==> src/rtl/heater_pkg.sv <==
// Shared heater-control constants and state encoding, reused by the PID and sensor blocks.
package heater_pkg;

  localparam int unsigned HEATER_WIDTH     = 25;
  localparam int unsigned HEATER_PERIOD    = 28_800_900;
  localparam int unsigned HEATER_MIN_PULSE = 27_000;
  localparam int unsigned HEATER_MAX_ON    = 28_800_901;

  typedef enum logic [1:0] {
    StIdle  = 2'd0,
    StRun   = 2'd1,
    StFault = 2'd2
  } heater_state_e;

endpackage

==> src/rtl/heater_window_counter.sv <==
// Control-window counter: counts 0..PERIOD and wraps; registered window-start pulse.
module heater_window_counter
  import heater_pkg::*;
#(
  parameter int unsigned WIDTH  = HEATER_WIDTH,
  parameter int unsigned PERIOD = HEATER_PERIOD
) (
  input  logic             CLK,
  input  logic             RST_N,
  input  logic             clr_i,
  input  logic             run_next_i,
  output logic [WIDTH-1:0] cnt_o,
  output logic             wrap_o,
  output logic             window_start_o
);

  localparam logic [WIDTH-1:0] LastCnt = WIDTH'(PERIOD);

  logic [WIDTH-1:0] cnt_q, cnt_d;
  logic             ws_q, ws_d;

  always_comb begin
    if (clr_i || (cnt_q == LastCnt)) begin
      cnt_d = '0;
    end else begin
      cnt_d = cnt_q + 1'b1;
    end
    // Pulse is registered so it lines up with the cycle where cnt_q reads 0.
    ws_d = run_next_i && (cnt_d == '0);
  end

  always_ff @(posedge CLK or negedge RST_N) begin
    if (!RST_N) begin
      cnt_q <= '0;
      ws_q  <= 1'b0;
    end else begin
      cnt_q <= cnt_d;
      ws_q  <= ws_d;
    end
  end

  assign cnt_o          = cnt_q;
  assign wrap_o         = (cnt_q == LastCnt);
  assign window_start_o = ws_q;

endmodule

==> src/rtl/heater_window_ctrl.sv <==
// Time-proportioning heater sequencer: per-window duty handshake, double-buffered duty,
// min-pulse / max-duty limiting and over-temperature lockout.
module heater_window_ctrl
  import heater_pkg::*;
#(
  parameter int unsigned WIDTH     = HEATER_WIDTH,
  parameter int unsigned PERIOD    = HEATER_PERIOD,
  parameter int unsigned MIN_PULSE = HEATER_MIN_PULSE,
  parameter int unsigned MAX_ON    = HEATER_MAX_ON
) (
  input  logic             CLK,
  input  logic             RST_N,
  input  logic             en_i,
  input  logic [WIDTH-1:0] duty_i,
  input  logic             duty_valid_i,
  output logic             duty_ready_o,
  input  logic             overtemp_i,
  input  logic             fault_clr_i,
  output logic             sample_req_o,
  output logic             window_start_o,
  output logic             heat_on_o,
  output logic             stale_o,
  output logic             fault_o
);

  localparam logic [WIDTH-1:0] MinPulse = WIDTH'(MIN_PULSE);
  localparam logic [WIDTH-1:0] MaxOn    = WIDTH'(MAX_ON);

  heater_state_e    state_q, state_d;
  logic [WIDTH-1:0] active_q, active_d;
  logic [WIDTH-1:0] pending_q, pending_d;
  logic             pend_vld_q, pend_vld_d;
  logic             ready_q, ready_d;
  logic             heat_q, heat_d;
  logic             stale_q, stale_d;
  logic             fault_q, fault_d;

  logic [WIDTH-1:0] cnt;
  logic             wrap;
  logic             window_start;
  logic             cnt_clr;
  logic             run_next;
  logic             xfer;
  logic [WIDTH-1:0] lim_duty;

  // Counter only advances while RUN continues; any other transition restarts it at 0.
  assign run_next = (state_d == StRun);
  assign cnt_clr  = !((state_q == StRun) && run_next);

  heater_window_counter #(
    .WIDTH  (WIDTH),
    .PERIOD (PERIOD)
  ) u_counter (
    .CLK            (CLK),
    .RST_N          (RST_N),
    .clr_i          (cnt_clr),
    .run_next_i     (run_next),
    .cnt_o          (cnt),
    .wrap_o         (wrap),
    .window_start_o (window_start)
  );

  always_comb begin
    lim_duty = duty_i;
    if (duty_i < MinPulse) begin
      lim_duty = '0;
    end else if (duty_i > MaxOn) begin
      lim_duty = MaxOn;
    end
  end

  always_comb begin
    state_d    = state_q;
    active_d   = active_q;
    pending_d  = pending_q;
    pend_vld_d = pend_vld_q;
    ready_d    = ready_q;
    heat_d     = 1'b0;
    stale_d    = 1'b0;
    fault_d    = 1'b0;
    xfer       = duty_valid_i && ready_q;

    if (overtemp_i) begin
      state_d    = StFault;
      active_d   = '0;
      pend_vld_d = 1'b0;
      ready_d    = 1'b0;
      fault_d    = 1'b1;
    end else begin
      unique case (state_q)
        StIdle: begin
          ready_d    = 1'b0;
          pend_vld_d = 1'b0;
          if (en_i) begin
            state_d = StRun;
          end
        end
        StRun: begin
          if (!en_i) begin
            state_d    = StIdle;
            pend_vld_d = 1'b0;
            ready_d    = 1'b0;
          end else begin
            heat_d = (cnt < active_q);
            if (xfer) begin
              pending_d  = lim_duty;
              pend_vld_d = 1'b1;
            end
            // A transfer on the wrap cycle belongs to the closing window.
            if (wrap) begin
              if (xfer) begin
                active_d   = lim_duty;
                pend_vld_d = 1'b0;
              end else if (pend_vld_q) begin
                active_d   = pending_q;
                pend_vld_d = 1'b0;
              end else begin
                stale_d = 1'b1;
              end
            end
            if (window_start) begin
              ready_d = 1'b1;
            end else if (xfer || wrap) begin
              ready_d = 1'b0;
            end
          end
        end
        StFault: begin
          fault_d = 1'b1;
          if (fault_clr_i) begin
            state_d = StIdle;
            fault_d = 1'b0;
          end
        end
        default: begin
          state_d = StIdle;
        end
      endcase
    end
  end

  always_ff @(posedge CLK or negedge RST_N) begin
    if (!RST_N) begin
      state_q    <= StIdle;
      active_q   <= '0;
      pending_q  <= '0;
      pend_vld_q <= 1'b0;
      ready_q    <= 1'b0;
      heat_q     <= 1'b0;
      stale_q    <= 1'b0;
      fault_q    <= 1'b0;
    end else begin
      state_q    <= state_d;
      active_q   <= active_d;
      pending_q  <= pending_d;
      pend_vld_q <= pend_vld_d;
      ready_q    <= ready_d;
      heat_q     <= heat_d;
      stale_q    <= stale_d;
      fault_q    <= fault_d;
    end
  end

  assign duty_ready_o   = ready_q;
  assign sample_req_o   = window_start;
  assign window_start_o = window_start;
  assign heat_on_o      = heat_q;
  assign stale_o        = stale_q;
  assign fault_o        = fault_q;

endmodule

==> config.mk <==
export PLATFORM = sky130hd
export DESIGN_NAME = heater_window_ctrl
export DESIGN_NICKNAME = d
export VERILOG_FILES = /design/src/rtl/heater_pkg.sv /design/src/rtl/heater_window_counter.sv /design/src/rtl/heater_window_ctrl.sv
export SDC_FILE = /design/constraint.sdc
export NUM_CORES = 1
export LEC_CHECK = 0
export ABC_CLOCK_PERIOD_IN_PS = 2200
export CORE_ASPECT_RATIO = 1.2
export CORE_MARGIN = 3
export CORE_UTILIZATION = 50
export DETAILED_ROUTE_END_ITERATION = 10
export PLACE_DENSITY_LB_ADDON = 0.2
export SLEW_MARGIN = 20
export SYNTH_ARGS = -nofsm -noshare
export SYNTH_HDL_FRONTEND = slang
export SYNTH_SLANG_ARGS = --single-unit
==> constraint.sdc <==
create_clock -name CLK -period 2.2 [get_ports CLK]
set_clock_uncertainty 0.15 [all_clocks]
set_input_delay 0.44 -clock CLK [delete_from_list [all_inputs] [get_ports CLK]]
set_output_delay 0.44 -clock CLK [all_outputs]
set_load 0.03 [all_outputs]
* Yosys cells after proc, flatten, opt, wreduce, memory -nomap -nowiden *
Index checks and enable logic that the tools add are counted.

word-level totals
  output and inout port bits = 6
  flip-flop bits (word level) = 83
  bits of input ports = 31

cells by class
  reductions and logical operators = 16
  order comparisons = 3
  multiplexer cells = 38
  $add $sub $neg = 1
  equality and inequality tests = 5
  bitwise operators = 1

operators with widths
  cell                                                                             count
  25-bit two-way mux                                                               9
  25-bit by 1-bit adder with 25-bit output (second input constant)                 1
  25-bit equality test (second input constant)                                     1
  25-bit > comparator (second input constant)                                      1
  25-bit zero test                                                                 1
  25-bit by 15-bit less-than comparator with 1-bit output (second input constant)  1
  25-bit less-than comparator                                                      1
  1-bit two-way mux                                                                22
  2-bit two-way mux                                                                4
  4-bit AND reduction                                                              2
  2-bit case mux with 3 select lines                                               1
  2-bit nonzero test                                                               3
  3-bit nonzero test                                                               2
  5-bit by 3-bit inequality test with 1-bit output (second input constant)         1
  2-bit by 1-bit equality test with 1-bit output (second input constant)           2
  1-bit case mux with 2 select lines                                               2
  1-bit logical AND                                                                3
  2-bit equality test (second input constant)                                      1
  2-bit zero test                                                                  1
  1-bit logical OR                                                                 2
  2-bit AND reduction                                                              1
  1-bit zero test                                                                  1
  1-bit inverter                                                                   1

* Depth between registers and ports, before layout *
  depth in word-level cells = 10
  depth in mapped cells = 10

* By module *
From an unflattened synthesis, not the netlist that was laid out.

unflattened totals
  cell total of the unflattened synthesis = 494
  area total of the unflattened synthesis = 4738.3 um^2

by module, submodules not included
  module                 sequential area each (um^2)  area each (um^2)  instances  cells an instance
  heater_window_ctrl     1426.4                       3104.2            1          312
  heater_window_counter  650.6                        1634.1            1          182

* Least setup slack after synthesis *
Ideal clock, no wire load.

  path type = register to register
  start = register u_counter.cnt_q[0] (netlist: u_counter.cnt_o[0])
  end = register u_counter.ws_q (netlist: u_counter.window_start_o)
  cell stages (with the launch flop) = 9
  arrival time = 2.220 ns
  path slack = -0.261 ns
  setup time = 0.092 ns
  clock period less this slack = 2.461 ns
  path through = dfrtp_1 -> ha_1 -> nand2_1 -> nor4_4 -> and3_4 -> nand3_2 -> o31a_1 -> or4_4 -> o31ai_2

between the ends
  cells in the longest elaborated chain, start to end = 5
  elaborated cells on any way between the ends = 6

ends and longest elaborated chain
  what                                                                              line                         source
  from (decl)                                                                       heater_window_counter.sv:19  logic [WIDTH-1:0] cnt_q, cnt_d;
  from (signal assigned)                                                            heater_window_counter.sv:37  cnt_q <= cnt_d;
  branches (longest 2 deep; another with 25-bit by 1-bit adder with 25-bit output)  -
  25-bit two-way mux *                                                              heater_window_counter.sv:23  if (clr_i || (cnt_q == LastCnt)) begin
  25-bit zero test *                                                                heater_window_counter.sv:29  ws_d = run_next_i && (cnt_d == '0);
  1-bit logical AND *                                                               heater_window_counter.sv:29
  net u_counter.ws_d                                                                heater_window_counter.sv:20  logic ws_q, ws_d;
  to (signal assigned)                                                              heater_window_counter.sv:38  ws_q <= ws_d;
  to (decl)                                                                         heater_window_counter.sv:20

Mark *: on every way through the listed nets, which the timed path passes.
A chain may end at the register's enable or synchronous reset.

* Worst setup path in the final report *
  start = register u_counter.cnt_q[4] (netlist: u_counter.cnt_o[4])
  end = register u_counter.ws_q (netlist: u_counter.window_start_o)

Same word-level chain as after synthesis.

==> flow_summary_export.csv <==
group,metric,value,unit
global_routing,antenna_found_initial,0,
hold_path,holdPathStages,2,
synthesis,ys_async_sr_fraction,100,%
power_and_ir_drop,seqPwrFrac,50.7,%
layout,design_area,6680,µm²
power_and_ir_drop,p_int,2.32,mW
place,placed_cell_area,6050,µm²
cts,htreeDepth,3,
critical_path,required,2330,ps
synthesis,ys_ff_latch,83,
cts,clock_sinks,83,
critical_path,critical_path_class,"flop to flop",
outcome,failed_checks,"setup timing",
place,gp_congestion,0.858,
layout,fin_util,73.5,%
synthesis,ys_warn_count,0,
critical_path,crit_path_end_kind,"flop",
die,die_h,112,µm
die,ios,37,
power_and_ir_drop,p_leak,3.00,nW
route,first_pass_iters,7,
route,post_drt_wl_per_cell,17.4,µm
global_routing,grtUsageTotal,27.2,%
sta,setup_viol,54,
sta,rsz0062_at_grt,"true",
power_and_ir_drop,p_switching,0.703,mW
synthesis,synth.avg_cell_area,9.35,µm²
synthesis,syn_area,4700,µm²
sta,hold_violations,0,
synthesis,ys_seq_area_share,44.2,%
synthesis,synthCells,503,
global_routing,grt_start_max_net_pins,60,
die,rows,38,
place,hpwl,9650,µm
cts,clockRootBuffer,"clkbuf_8",
critical_path,reg2reg_depth,9,
synthesis,synth_nets,560,
route,antenna_left,0,
critical_path,crit_arrival,2560,ps
synthesis,synth_top_area_share,44.2,%
place,dp.cells,754,
power_and_ir_drop,clkPwrFrac,41.3,%
power_and_ir_drop,ir_drop,0.000576,V
sta,max_freq,412,MHz
critical_path,critPathMaxFanout,6,
layout,final_cells,784,
outcome,status,"complete, but fails checks",
synthesis,synth-edff-count,0,
layout,layout-drive-gt1-share,31.0,%
route,via_count,4490,
place,dp_slack,-542,ps
route,drt-total-wl,13600,µm
die,die-area,10600,µm²
layout,diodes,0,
synthesis,synthFlopType,"dfrtp_1",
layout,layout_common_cells,"buf_4 (114), dfrtp_1 (77), nand2_1 (53)",
cts,numCtsBuffers,9,
sta,fin_ws,-227,ps
job,max_cap_violations,0,
sta,fin_crit_sh,110,%
power_and_ir_drop,power,3.02,mW
place,io_buffers,36,
sta,layout_min_cycle_time,2430,ps
die,die_w,94.5,µm
synthesis,yosysTopAreaCell,"dfrtp_1",
layout,fin_nets,717,
sta,worst_pin_slew,428,ps
layout,fillCellCount,645,
die,start_util,51.8,%
global_routing,grt_pass1_wl,22500,µm
layout,final_common_cell,"buf_4",
power_and_ir_drop,comb_power_share,7.9,%
route,drc,0,
power_and_ir_drop,power.share.switching,23.3,%
global_routing,overflow,0,
cts,cts_tree,"built",
sta,fin_hold_ws,330,ps
synthesis,synth_cell_types,68,
synthesis,synth_area_leaders,"dfrtp_1 (44%), ha_1 (6.9%), o21ai_0 (5.0%)",
layout,area_delta_synth_final,42.0,%
cts,clock_latency,370,ps
hold_path,hp-class,"flop to flop",
sta,slew_violations,0,
global_routing,grt_pass1_vias,4658,
sta,slew_headroom,71.2,%
power_and_ir_drop,power_density,453,nW/µm²
die,core,9080,µm²
route,viasPerCell,5.73,
cts,clk_pin_slew,90,ps
route,drtIter0Drc,227,
sta,tns,-4500,ps
cts,clockBufferDepth,2,
critical_path,start_kind,"flop",
[timing repair]
action | 4_1_cts | 5_1_grt
hold endpoints to repair | 24 | 0
gates cloned | 1 | 1
hold buffers | 1 | 0
pin swaps | 15 | 14
resized for setup | 50 | 22
setup endpoints to repair | 67 | 71
setup buffers | 12 | 0
[per-layer routing]
metal / part of all wire, % / track usage (%) / wire (µm)
met5: 0 / 0 / 0
met4: 4.8 / 13.0 / 660
met3: 5.0 / 5.97 / 686
met2: 50 / 45.5 / 6850
met1: 40 / 33.1 / 5410
[synthesized netlist by cell type, types with 10 or more instances]
library cell,count
a22oi_1,15
xor2_1,10
clkbuf_1,11
ha_1,26
nand2_1,57
nand3_1,14
inv_1,42
dfrtp_1,83
xnor2_1,15
o21ai_0,47
nor2_1,54
nand4_1,12
[worst max-delay path, cell delays in order, from the launching register on]
cell      delay (ps)
dfrtp_1          430
nand3_4          160
buf_12           170
nor4_4           290
buf_4            170
nand2_1           80
o21ai_0           80
o311ai_1         160
or4_4            440
o31ai_2          200
[area by class of cell]
cell class                      count  area, µm²  share of cell area, %
Clock inverter                      5       85.1                   1.27
Multi-Input combinational cell    359       2620                   39.2
Sequential cell                    83       2080                   31.2
Tap cell                          120        150                   2.25
Clock buffer                       10        138                   2.06
Timing Repair Buffer              165       1450                   21.6
Inverter                           42        158                   2.36
[worst paths after layout]
check                                    from                  endpoint  slack, ps
max                        u_counter.cnt_o[4]  u_counter.window_start_o       -230
min                             pending_q[23]             pending_q[23]        330
max reg2reg                u_counter.cnt_o[4]  u_counter.window_start_o       -230
min reg2reg                     pending_q[23]             pending_q[23]        330
max in group asynchronous               RST_N             pending_q[10]        900
min in group asynchronous               RST_N                   stale_o        360
[kinds of logic (layout without fill, tap and decap cells)]
kind of cell | count (synthesis) | after routing | share of synthesized area (%)
XOR/XNOR | 25 | 25 | 4.66
adder cells (fa/ha/maj) | 26 | 26 | 6.92
flip-flops | 83 | 83 | 44.2
AND/OR/NAND/NOR | 188 | 188 | 21.3
multiplexers | 4 | 4 | 0.905
AO/OA/AOI/OAI | 115 | 116 | 16.7
buffers and inverters | 62 | 222 | 5.35
[state kept, by name, indices dropped and copies added, names as in the netlist]
name,cells
fault_o,1
u_counter.cnt_o,25
pending_q,25
stale_o,1
heat_on_o,1
duty_ready_o,1
active_q,25
pend_vld_q,1
state_q,2
u_counter.window_start_o,1
[power groups by stage]
stage | combinational (mW) | clock (mW) | sequential, mW
after global routing | 0.259 | 1.33 | 1.53
final | 0.240 | 1.25 | 1.53
after global placement | 0.220 | 0 | 1.56
after detailed placement | 0.225 | 0 | 1.56
after floorplan | 0.0453 | 0 | 1.57
after CTS | 0.237 | 1.26 | 1.53
No activity file was read; power rests on OpenSTA's default activity.
